## src/rtl/dot_product_sequencer.sv

```systemverilog
// rtl/dot_product_sequencer.sv - buffers FP16 operand pairs and sequences them through an external MAC unit
// Optional build macro DPS_TIMEOUT_EN adds a 6-bit WAIT watchdog and the sticky err output.
module dot_product_sequencer #(
    parameter int DEPTH = 8
) (
    input  logic                 clk,
    input  logic                 reset_n,
    input  logic                 load_valid,
    input  logic [15:0]          load_a,
    input  logic [15:0]          load_b,
    output logic                 load_ready,
    input  logic                 go,
    output logic                 pe_start,
    output logic [15:0]          pe_a,
    output logic [15:0]          pe_b,
    input  logic                 pe_ready,
    input  logic [15:0]          pe_p,
    output logic                 busy,
    output logic                 done,
    output logic [15:0]          result,
    output logic [$clog2(DEPTH):0] count
`ifdef DPS_TIMEOUT_EN
    ,
    output logic                 err
`endif
);

    localparam int AW = $clog2(DEPTH);
    localparam int CW = AW + 1;
    localparam logic [CW-1:0] DEPTH_C = CW'(DEPTH);

    typedef enum logic [2:0] {S_IDLE, S_ISSUE, S_WAIT, S_NEXT, S_FINISH} state_t;

    state_t          state_q, state_d;
    logic [CW-1:0]   count_q, count_d;
    logic [CW-1:0]   rd_idx_q, rd_idx_d;
    logic            pe_start_q, pe_start_d;
    logic [15:0]     pe_a_q, pe_a_d;
    logic [15:0]     pe_b_q, pe_b_d;
    logic [15:0]     result_q, result_d;
    logic            busy_q, busy_d;
    logic            done_q, done_d;
`ifdef DPS_TIMEOUT_EN
    logic [5:0]      wd_q, wd_d;
    logic            err_q, err_d;
`endif

    logic [15:0]     mem_a [DEPTH];
    logic [15:0]     mem_b [DEPTH];
    logic            load_fire;

    // go has priority over a same-cycle load, so loading is refused whenever go is high
    assign load_ready = (state_q == S_IDLE) && (count_q < DEPTH_C) && !go;
    assign load_fire  = load_valid && load_ready;

    // Operand buffer: plain storage, contents are only meaningful below count
    always_ff @(posedge clk) begin
        if (load_fire) begin
            mem_a[count_q[AW-1:0]] <= load_a;
            mem_b[count_q[AW-1:0]] <= load_b;
        end
    end

    // Next-state and next-output computation; all outputs are registered from these
    always_comb begin
        state_d  = state_q;
        count_d  = count_q;
        rd_idx_d = rd_idx_q;
        pe_a_d   = pe_a_q;
        pe_b_d   = pe_b_q;
        result_d = result_q;
`ifdef DPS_TIMEOUT_EN
        wd_d     = wd_q;
        err_d    = err_q;
`endif
        case (state_q)
            S_IDLE: begin
                if (go) begin
                    if (count_q != '0) begin
                        rd_idx_d = '0;
                        state_d  = S_ISSUE;
                    end else begin
                        state_d  = S_FINISH;
                    end
                end else if (load_fire) begin
                    count_d = count_q + CW'(1);
                end
            end
            S_ISSUE: begin
                state_d = S_WAIT;
`ifdef DPS_TIMEOUT_EN
                wd_d    = '0;
`endif
            end
            S_WAIT: begin
                if (pe_ready) begin
                    result_d = pe_p;
                    state_d  = S_NEXT;
                end
`ifdef DPS_TIMEOUT_EN
                else begin
                    wd_d = wd_q + 6'd1;
                    if (wd_d == 6'd63) begin
                        err_d   = 1'b1;
                        state_d = S_FINISH;
                    end
                end
`endif
            end
            S_NEXT: begin
                rd_idx_d = rd_idx_q + CW'(1);
                state_d  = (rd_idx_d < count_q) ? S_ISSUE : S_FINISH;
            end
            S_FINISH: begin
                count_d = '0;
                state_d = S_IDLE;
            end
            default: state_d = S_IDLE;
        endcase

        // Operands are latched only on entry to ISSUE and held through WAIT
        if (state_d == S_ISSUE) begin
            pe_a_d = mem_a[rd_idx_d[AW-1:0]];
            pe_b_d = mem_b[rd_idx_d[AW-1:0]];
        end
        pe_start_d = (state_d == S_ISSUE);
        busy_d     = (state_d != S_IDLE);
        done_d     = (state_d == S_FINISH);
    end

    // Sequencer state register with asynchronous reset
    always_ff @(posedge clk or negedge reset_n) begin
        if (!reset_n) begin
            state_q    <= S_IDLE;
            count_q    <= '0;
            rd_idx_q   <= '0;
            pe_start_q <= 1'b0;
            pe_a_q     <= '0;
            pe_b_q     <= '0;
            result_q   <= '0;
            busy_q     <= 1'b0;
            done_q     <= 1'b0;
`ifdef DPS_TIMEOUT_EN
            wd_q       <= '0;
            err_q      <= 1'b0;
`endif
        end else begin
            state_q    <= state_d;
            count_q    <= count_d;
            rd_idx_q   <= rd_idx_d;
            pe_start_q <= pe_start_d;
            pe_a_q     <= pe_a_d;
            pe_b_q     <= pe_b_d;
            result_q   <= result_d;
            busy_q     <= busy_d;
            done_q     <= done_d;
`ifdef DPS_TIMEOUT_EN
            wd_q       <= wd_d;
            err_q      <= err_d;
`endif
        end
    end

    assign pe_start = pe_start_q;
    assign pe_a     = pe_a_q;
    assign pe_b     = pe_b_q;
    assign busy     = busy_q;
    assign done     = done_q;
    assign result   = result_q;
    assign count    = count_q;
`ifdef DPS_TIMEOUT_EN
    assign err      = err_q;
`endif

endmodule

```

## config.mk

```make
export PLATFORM = sky130hd
export DESIGN_NAME = dot_product_sequencer
export DESIGN_NICKNAME = d
export VERILOG_FILES = /design/src/rtl/dot_product_sequencer.sv
export SDC_FILE = /design/constraint.sdc
export NUM_CORES = 1
export LEC_CHECK = 0
export CORE_MARGIN = 8
export CORE_UTILIZATION = 50
export DETAILED_ROUTE_END_ITERATION = 12
export PLACE_DENSITY_LB_ADDON = 0.05
export SLEW_MARGIN = 20
export SYNTH_ARGS = -nofsm -noshare
export SYNTH_HDL_FRONTEND = slang
export SYNTH_SLANG_ARGS = --single-unit
```

## constraint.sdc

```tcl
create_clock -name clk -period 5.3 [get_ports clk]
set_input_delay 1.325 -clock clk [delete_from_list [all_inputs] [get_ports clk]]
set_output_delay 1.325 -clock clk [all_outputs]
set_load 0.02 [all_outputs]
```

==> results by group, run 1 <==
Status
  – Status: finished, final reports clean

STA
  – Final hold violations: 0
  – Clock skew: 0.01635 ns
  – Minimum clock period: approximately 4.3 ns
  – Tcrit/Tclk final: 0.8038
  – Slew Limit Fails: 0
  – Final hold slack: 0.5052 ns
  – Slew HR: 0.3178
  – Fmax: 0.2347 GHz
  – Final setup viols: 0
  – Slew @ Worst Pin: 1.022 ns
  – Setup_tns: 0 ns
  – Unrepaired setup endpoints after global routing: false
  – Setup slack after layout: just over 1 ns

Power and ir drop
  – Pint: slightly below 0.006 W
  – Logic pwr share: 0.388
  – Flop pwr share: 0.368
  – VDD IR-drop max: 0.3274 mV
  – Leakage power: 5.678 nW
  – PD cells: between 500 and 600 nW/um^2
  – P_sw: 0.003257 W
  – Sw frac: 0.3588
  – Clk network pwr share: 0.245

Synth
  – Synth area leader: edfxtp_1
  – Net Count, Synth: 1077
  – Post-synth EDFFs: about 260
  – Top-count cell post-synth: edfxtp_1
  – Ys async rst share: 0.1950
  – Synth top area cells: edfxtp_1 55%, dfrtp_1 11%, nand2_1 5.3%
  – Synth Instances: 1018
  – Yosys top cell area share: 0.5475
  – Synth Flop Type: edfxtp_1
  – Synthesized area: 14040 um^2
  – Ys Warns: 0
  – Synth cell types: 46
  – Post-synth top cells: 256 x edfxtp_1, 197 x nand2_1, 64 x a211oi_1, 63 x and2_1, 62 x dfrtp_1
  – Register bit total from synthesis: 318
  – Mean post-synth cell area: 13.79 um^2
  – Post-synthesis sequential area ratio: 0.6580

Clock tree
  – Max Root-Sink Buffers: 3
  – Worst skew pair latency: a little over 0.5 ns
  – Post-CTS Setup Inserts: 0
  – Post-CTS sizing: 0
  – Max H-tree Level: 2
  – CTS tree: yes
  – Root buffer cell: clkbuf_16
  – Clock sinks: 318
  – Clock-pin transition on the worst setup and hold timing paths: 0.05 ns
  – CTS Hold Bufs: 0
  – CTS Buf Count: 35

Floorplan
  – Die Wd: about 180 um
  – Die ar.: 33700 um^2
  – I/O pins: about 110
  – Row count: 61
  – Die H: 183.6 um
  – Initial Util: 0.5068
  – Core Area: 27710 um^2

Routing
  – DRT antenna net count: 0
  – Vias/cell: between 5 and 6
  – Drt total wl: 33.25 mm
  – Detailed-route wire length per cell: 21.95 um
  – Drt pass-1 iters: 7
  – Via count: 8765
  – Drt drc: 0
  – DR iter-0 viols: 615

Worst setup path
  – Reg-to-Reg Start: rd_idx_q[0]
  – Crit path kind: input pin to primary output
  – Most frequent CP cell: clkdlybuf4s50_1
  – CP Cell Sequence: clkdlybuf4s50_1 > nor4b_1 > buf_4 > clkdlybuf4s50_1
  – Worst path max stage delay: 0.60 ns
  – CP Launch Type: input pin
  – Crit path DAT: just under 3 ns
  – Worst-path fanout max: 6
  – Crit path from: go
  – Required @ worst endpoint: 3.97 ns
  – CP bufs+invs: 3
  – Slowest cell on crit path: clkdlybuf4s50_1
  – Crit path capture type: primary output
  – CP top delay family: buffers and inverters

Layout
  – Share of cells above drive strength 1: 0.1873
  – Nets: 1171
  – Layout overhead on the synthesized area: 18.36%
  – Inserted Diodes: 0
  – Final Core Density: 0.5998

Place
  – Global placement routability congestion: roughly 0.73
  – Place WS: around 1.0 ns
  – DP Wirelength: 18.11 mm
  – Port bufs: 108

Global routing
  – Initial antenna violation count: 0
  – Pin count of the biggest net entering global routing: 76
  – GRT Util Overall: 0.2002
  – Vias in the first global route: 8950
  – Gr ovfl total: 0
  – First-pass GRT wire length: 51.96 mm

Job
  – MaxCap Viol Count: 0

Hold path
  – Worst Min Path Start: result[11]
  – Hold crit path type: flip-flop to flip-flop
power by group through the flow:
stage	clock, W	sequential, W	combinational, W
2_1_floorplan	0	0.00350	0.00233
6_report	0.00222	0.00334	0.00352
3_5_place_dp	0	0.00338	0.00356
4_1_cts	0.00227	0.00334	0.00357
3_3_place_gp	0	0.00338	0.00352
5_1_grt	0.00237	0.00338	0.00382
worst paths after layout:
| path | to | slack, ns | depth (start not counted) |
|---|---|---|---|
| worst max-delay path | load_ready | 1.04 | 4 |
| worst min-delay path | result[11] | 0.51 | 1 |
| worst max register to register | pe_b[3] | 1.26 | 8 |
| worst min register to register | result[11] | 0.51 | 1 |
| max in group asynchronous | rd_idx_q[0] | 3.61 | 1 |
| min in group asynchronous | result[4] | 0.99 | 1 |
state kept, by name, indices dropped and copies added, names as in the netlist:
signal / flops
mem_a: 128
mem_b: 128
pe_a: 16
pe_b: 16
result: 16
count: 4
rd_idx_q: 4
state_q: 3
busy: 1
done: 1
pe_start: 1
placed cells by master, fill, tap and decap left out, types with 4 or more instances in the layout:
| cell type | synthesis | routed |
|---|---|---|
| and3_1 | 30 | 30 |
| clkdlybuf4s50_1 | 0 | 107 |
| buf_4 | 5 | 19 |
| nor3_1 | 33 | 31 |
| o22ai_2 | 30 | 30 |
| inv_1 | 5 | 5 |
| nor3_2 | 30 | 30 |
| mux2_2 | 28 | 28 |
| a311oi_1 | 32 | 32 |
| nor2_1 | 12 | 6 |
| nand2_1 | 197 | 197 |
| a21oi_1 | 4 | 4 |
| edfxtp_1 | 256 | 256 |
| nand3_1 | 8 | 7 |
| a211oi_1 | 64 | 64 |
| and2_1 | 63 | 62 |
| dfrtp_1 | 62 | 61 |
| mux2_1 | 22 | 22 |
| clkbuf_8 | 0 | 6 |
| nor2_4 | 0 | 6 |
| clkbuf_16 | 0 | 35 |
| buf_12 | 0 | 5 |
| a311oi_2 | 30 | 30 |
| ha_1 | 6 | 6 |
| clkbuf_1 | 46 | 14 |
per-layer routing:
metal	part of all wire	up-vias	track usage	wire length [um]
li1	-	4051	-	-
met1	0.44	4458	0.2583	14730
met2	0.49	199	0.3428	16150
met3	0.049	57	0.03241	1621
met4	0.023	0	0.06181	753
met5	0	-	0	0
area by class of cell:
type	instances	area [um^2]
Inverter	6	25.02
Multi-Input combinational cell	620	4514
Fill cell	2175	11090
Clock buffer	55	1011
Timing Repair Buffer	131	1314
Clock inverter	7	38.79
Sequential cell	318	9243
Tap cell	378	473.0
per-stage QoR:
step	area (um^2)	total power [W]	cells
after floorplan	14050	0.005828	1018
after detailed placement	15570	0.006947	1453
after CTS	16620	0.009183	1515
final	16620	0.009078	1515
after global placement	15570	0.006902	1453
after global routing	16620	0.009570	1515
logic make-up after synthesis:
group,count (synthesis),synth area share
DFF,318,0.6580
adders and majority gates,6,0.005346
and+or+nand+nor,385,0.1406
xor gates and xnor gates,3,0.001872
AOI/OAI and AO/OA,175,0.1240
buffers and inverters,80,0.02852
muxes,51,0.04170
Power figures use the tool's default switching activity.
==> inputs of run 2 (changes only) <==
==> constraint.sdc (replaced) <==
create_clock -name clk -period 3.5 [get_ports clk]
set_input_delay 0.875 -clock clk [delete_from_list [all_inputs] [get_ports clk]]
set_output_delay 0.875 -clock clk [all_outputs]
set_load 0.02 [all_outputs]
==> run 2 against run 1 <==
Clock skew decreased by 0.0080 ns. Sequential power rose by 46%. Combinational power up 43%. Non-clock buffer count rose by 18. Worst hold slack worse by 0.0032 ns. Global-route usage fell by 0.15 points. Cell count up 1.3%. Power rose by 51%. Sequential cell count unchanged. Via count rose by 1.2%. Setup slack got worse by 0.91 ns. Critical path depth down 1. Critical path type unchanged.
==> results by group, run 2 (same netlist as run 1, synthesis figures left out) <==
Layout
  – Share of cells above drive strength 1: 0.2066
  – Most frequent cells in the layout: 256 x edfxtp_1, 197 x nand2_1, 107 x clkdlybuf4s50_1, 64 x a211oi_1, 62 x and2_1
  – Cell area after layout: 17010 um^2
  – Layout overhead on the synthesized area: 21.15%
  – Nets: ~1.2k
  – Commonest non-fill, non-tap cell in the layout: edfxtp_1
  – Inserted Diodes: 0
  – Final cell count without fillers: 1535

Global routing
  – Initial antenna violation count: 0
  – Gr ovfl total: 0
  – Pin count of the biggest net entering global routing: 80
  – Vias in the first global route: 9106
  – First-pass GRT wire length: 51.98 mm
  – GRT Util Overall: 0.1987

Routing
  – DRT antenna net count: 0
  – Drt pass-1 iters: 5
  – DR iter-0 viols: 554
  – Wire length on met2: 15.98 mm
  – Met3 WL: 1.625 mm
  – Vias/cell: approximately 5.8
  – Via count: 8868
  – DR top layer: met4
  – Detailed-route wire length per cell: 21.49 um
  – Met1 wire length: 14.72 mm
  – Drt total wl: 32.98 mm
  – Drt drc: 0

STA
  – Setup_tns: 0 ns
  – Fmax: 0.2971 GHz
  – Slew HR: 0.3535
  – Clock skew: roughly 0.0083 ns
  – Tcrit/Tclk final: 0.9617
  – Unrepaired setup endpoints after global routing: false
  – Slew @ Worst Pin: 0.9698 ns
  – Final hold violations: 0
  – Final setup viols: 0
  – Slew Limit Fails: 0
  – Minimum clock period: approximately 3.4 ns

Power and ir drop
  – PD cells: 803.3 nW/um^2
  – Leakage power: 5.863 nW
  – VDD IR-drop max: 0.5494 mV
  – Final Power: 0.01367 W

Hold path
  – Hold crit path type: flip-flop to flip-flop
  – Worst hold stages: 1

Worst setup path
  – Reg2Reg Depth: 7
  – Crit path kind: input pin to primary output
  – CP top delay family: buffers and inverters
  – CP Cell Sequence: clkdlybuf4s50_1 > nor4b_2 > clkdlybuf4s50_1
  – Worst path max stage delay: a little under 0.7 ns
  – Crit. path cell count: 3
  – CP bufs+invs: 2
  – Required @ worst endpoint: ~2.6 ns
  – Slowest cell on crit path: clkdlybuf4s50_1
  – Most frequent CP cell: clkdlybuf4s50_1
  – Worst-path fanout max: 4
  – Crit path capture type: primary output
  – CP Launch Type: input pin
  – Crit path DAT: 2.49 ns

Floorplan
  – Initial Util: 0.5068
  – Die ar.: 33700 um^2
  – Die Wd: 183.6 um
  – Die H: approximately 180 um
  – I/O pins: 109
  – Row count: 61
  – Core Area: 27710 um^2

Place
  – Post-Place Cells: 1471
  – DP Area: 15820 um^2
  – Port bufs: about 110
  – Global placement routability congestion: 0.7342
  – DP Wirelength: 18.77 mm

Clock tree
  – Max Root-Sink Buffers: 3
  – CTS Hold Bufs: 0
  – CTS Buf Count: 35
  – Root buffer cell: clkbuf_16
  – Clock sinks: 318
  – CTS tree: yes
  – Worst skew pair latency: between 0.5 and 0.6 ns
  – Max H-tree Level: 2
  – Post-CTS sizing: 0
  – Clock-pin transition on the worst setup and hold timing paths: roughly 0.060 ns
  – Post-CTS Setup Inserts: 0

Status
  – Status: finished, final reports clean

Job
  – MaxCap Viol Count: 0
run 2: worst paths after layout:
path	startpoint	to	slack [ns]
max in group asynchronous	reset_n	rd_idx_q[0]	2.25
worst max register to register	rd_idx_q[0]	pe_b[7]	0.58
worst min-delay path	result[9]	result[9]	0.50
min in group asynchronous	reset_n	result[0]	0.53
worst max-delay path	go	load_ready	0.13
worst min register to register	result[9]	result[9]	0.50
run 2: metal layers:
metal | track usage | vias to the layer above
li1 | - | 4083
met2 | 0.3382 | 203
met5 | 0 | -
met4 | 0.05791 | 0
met3 | 0.03557 | 52
met1 | 0.2572 | 4530
run 2: metrics by stage:
| stage | setup slack, ns | hold WS (ns) | util |
|---|---|---|---|
| after floorplan | 0.1901 | 0.4950 | - |
| after global placement | 0.1261 | 0.4880 | 0.5711 |
| after detailed placement | 0.08319 | 0.4941 | 0.5711 |
| after CTS | 0.1432 | 0.5081 | 0.6140 |
| after global routing | 0.09059 | 0.5211 | 0.6140 |
| final | 0.1339 | 0.5020 | 0.6140 |
run 2: layout make-up:
cell class	instances	area, um^2
inverter	6	25.02
clock buffer	51	998.5
fill	2097	10690
sequential	318	9243
tap	378	473.0
multi-input combinational	620	4521
clock inverter	13	190.2
timing repair buffer	149	1562
run 2: power breakdown:
group          switching (W)  internal (W)  leakage [nW]
clock network        0.00145       0.00230         0.576
registers           0.000323       0.00457          3.03
logic                0.00285       0.00218          2.26
total                0.00462       0.00904          5.86
==> inputs of run 3 (changes only) <==
--- a/config.mk
+++ b/config.mk
@@ -6,7 +6,7 @@
 export NUM_CORES = 1
 export LEC_CHECK = 0
 export CORE_MARGIN = 8
-export CORE_UTILIZATION = 50
+export CORE_UTILIZATION = 30
 export DETAILED_ROUTE_END_ITERATION = 12
 export PLACE_DENSITY_LB_ADDON = 0.05
 export SLEW_MARGIN = 20
==> run 3 against run 2 <==
Sequential share of layout area is 1.5 points lower. Clock skew fell by 0.0010 ns. Critical path depth did not move. Wire length is 19% higher. Setup slack gained 0.061 ns. First-iteration DRC count fell by 11%. Die area rose by 60%. Largest cell class unchanged.
==> results by group, run 3 (same netlist as run 1, synthesis figures left out) <==
Status
  – Status: finished, final reports clean

Worst setup path
  – Most frequent CP cell: clkdlybuf4s50_1
  – Crit path kind: input pin to primary output
  – Slowest cell on crit path: clkdlybuf4s50_1
  – Critical R2R Capture: pe_b[12]
  – Register-to-register setup slack: 0.61 ns
  – CP Cell Sequence: clkdlybuf4s50_1 > nor4b_2 > clkdlybuf4s50_1
  – CP Capture Point: load_ready
  – Crit path capture type: primary output
  – CP Launch Type: input pin
  – Worst-path fanout max: 4
  – Worst path max stage delay: 0.70 ns
  – Crit path DAT: between 2 and 2.5 ns
  – Reg2Reg Depth: 10
  – Crit path from: go
  – Required @ worst endpoint: 2.62 ns
  – Reg-to-Reg Start: count[0]

Clock tree
  – Max Root-Sink Buffers: 3
  – Worst skew pair latency: 0.54 ns
  – CTS tree: yes
  – Max H-tree Level: 2
  – Post-CTS sizing: 0
  – CTS Hold Bufs: 0
  – Root buffer cell: clkbuf_16
  – CTS Buf Count: 39
  – Clock sinks: around 320
  – Clock-pin transition on the worst setup and hold timing paths: 0.06 ns
  – Post-CTS Setup Inserts: 0

Floorplan
  – Die ar.: around 54000 um^2
  – I/O pins: 109
  – Initial Util: 0.3029
  – Die Wd: 232.3 um
  – Die H: 232.3 um
  – Row count: 79
  – Core Area: 46360 um^2

STA
  – Final hold slack: 0.3963 ns
  – Slew @ Worst Pin: 0.8443 ns
  – Final setup viols: 0
  – Slew HR: 0.4372
  – Fmax: 0.3026 GHz
  – Setup slack after layout: slightly below 0.2 ns
  – Final hold violations: 0
  – Setup_tns: 0 ns
  – Minimum clock period: 3.305 ns
  – Tcrit/Tclk final: 0.9442
  – Unrepaired setup endpoints after global routing: false
  – Slew Limit Fails: 0
  – Clock skew: 0.007306 ns

Power and ir drop
  – Pint: approximately 0.0092 W
  – Flop pwr share: 0.348
  – P_sw: 0.004874 W
  – Leakage power: 5.963 nW
  – Sw frac: 0.3466
  – VDD IR-drop max: 0.3409 mV
  – Clk network pwr share: 0.279
  – Logic pwr share: 0.373
  – PD cells: 804.3 nW/um^2

Hold path
  – Hold crit path type: input pin to asynchronous set/reset pin

Place
  – Global placement routability congestion: 0.6956
  – Post-Place Cells: about 1.7k
  – DP Wirelength: between 20 and 25 mm
  – Port bufs: 108
  – Place WS: 0.06210 ns

Layout
  – Layout overhead on the synthesized area: 24.53%
  – Final cell count without fillers: 1781
  – Fillers: 4361
  – Share of cells above drive strength 1: 0.2138
  – Most frequent cells in the layout: 256 x edfxtp_1, 197 x nand2_1, 107 x clkdlybuf4s50_1, 64 x a211oi_1, 62 x and2_1
  – Nets: 1205
  – Commonest non-fill, non-tap cell in the layout: edfxtp_1
  – Final Core Density: 0.3772
  – Inserted Diodes: 0

Global routing
  – Initial antenna violation count: 0
  – GR met3 Demand/Resource: 0.02565
  – GRT Util Overall: 0.1456
  – GRT met2 Usage: 0.2433
  – Vias in the first global route: 9041
  – First-pass GRT wire length: 59.09 mm
  – Pin count of the biggest net entering global routing: 69
  – GR peak layer: met2
  – Met1 Track Usage GR: 0.1902
  – Gr ovfl total: 0

Routing
  – Detailed-route wire length per cell: 21.98 um
  – Vias/cell: 4.990
  – Drt total wl: 39.16 mm
  – Drt drc: 0
  – Via count: just under 9k
  – DRT antenna net count: 0
  – Drt pass-1 iters: 4
  – DR iter-0 viols: about 500

Job
  – MaxCap Viol Count: 0
run 3: changes by cell type in the layout (fill, tap and decap cells not counted), moves of 2 or more:
cell	previous run	this run
buf_12	14	18
clkinv_1	0	5
clkinv_2	4	2
clkbuf_16	37	41
bufinv_16	4	2
clkbuf_8	2	4
buf_4	28	36
run 3: how the worst min path moves through the flow:
stage,slack (ns),from,end
final,0.40,reset_n,pe_start
after global routing,0.44,reset_n,pe_start
after CTS,0.40,reset_n,pe_start
after detailed placement,0.50,result[3],result[3]
after global placement,0.49,result[11],result[11]
after floorplan,0.50,rd_idx_q[3],rd_idx_q[3]
run 3: stage by stage:
step	power (W)	cell area [um^2]
2_1_floorplan	0.008843	14080
3_3_place_gp	0.01028	16250
3_5_place_dp	0.01033	16250
4_1_cts	0.01435	17490
5_1_grt	0.01486	17490
6_report	0.01406	17490
run 3: critical path, delay by kind of cell:
kind / cells / cell delay [ns]
buf+inv: 2 / 1.19
simple gates: 1 / 0.37
run 3: per-layer routing:
metal / vias up / routed length [um]
li1: 4121 / -
met1: 4577 / 17800
met2: 131 / 19050
met3: 59 / 1413
met4: 0 / 888
met5: - / 0
run 3: layout make-up:
type | instances | area, um^2 | area share
inverters | 6 | 25.02 | 0.001431
clock inverters | 11 | 105.1 | 0.006011
multi-input cells | 620 | 4522 | 0.2586
flip-flops and latches | 318 | 9243 | 0.5286
well taps | 607 | 759.5 | 0.04343
clock buffers | 58 | 1130 | 0.06462
repair buffers | 161 | 1702 | 0.09732
run 3: power by group through the flow:
stage / Combinational, W / Clock, W / Sequential [W]
2_1_floorplan: 0.00354 / 0 / 0.00531
3_5_place_dp: 0.00535 / 0 / 0.00498
3_3_place_gp: 0.00530 / 0 / 0.00498
5_1_grt: 0.00570 / 0.00420 / 0.00495
4_1_cts: 0.00537 / 0.00407 / 0.00491
6_report: 0.00525 / 0.00392 / 0.00489
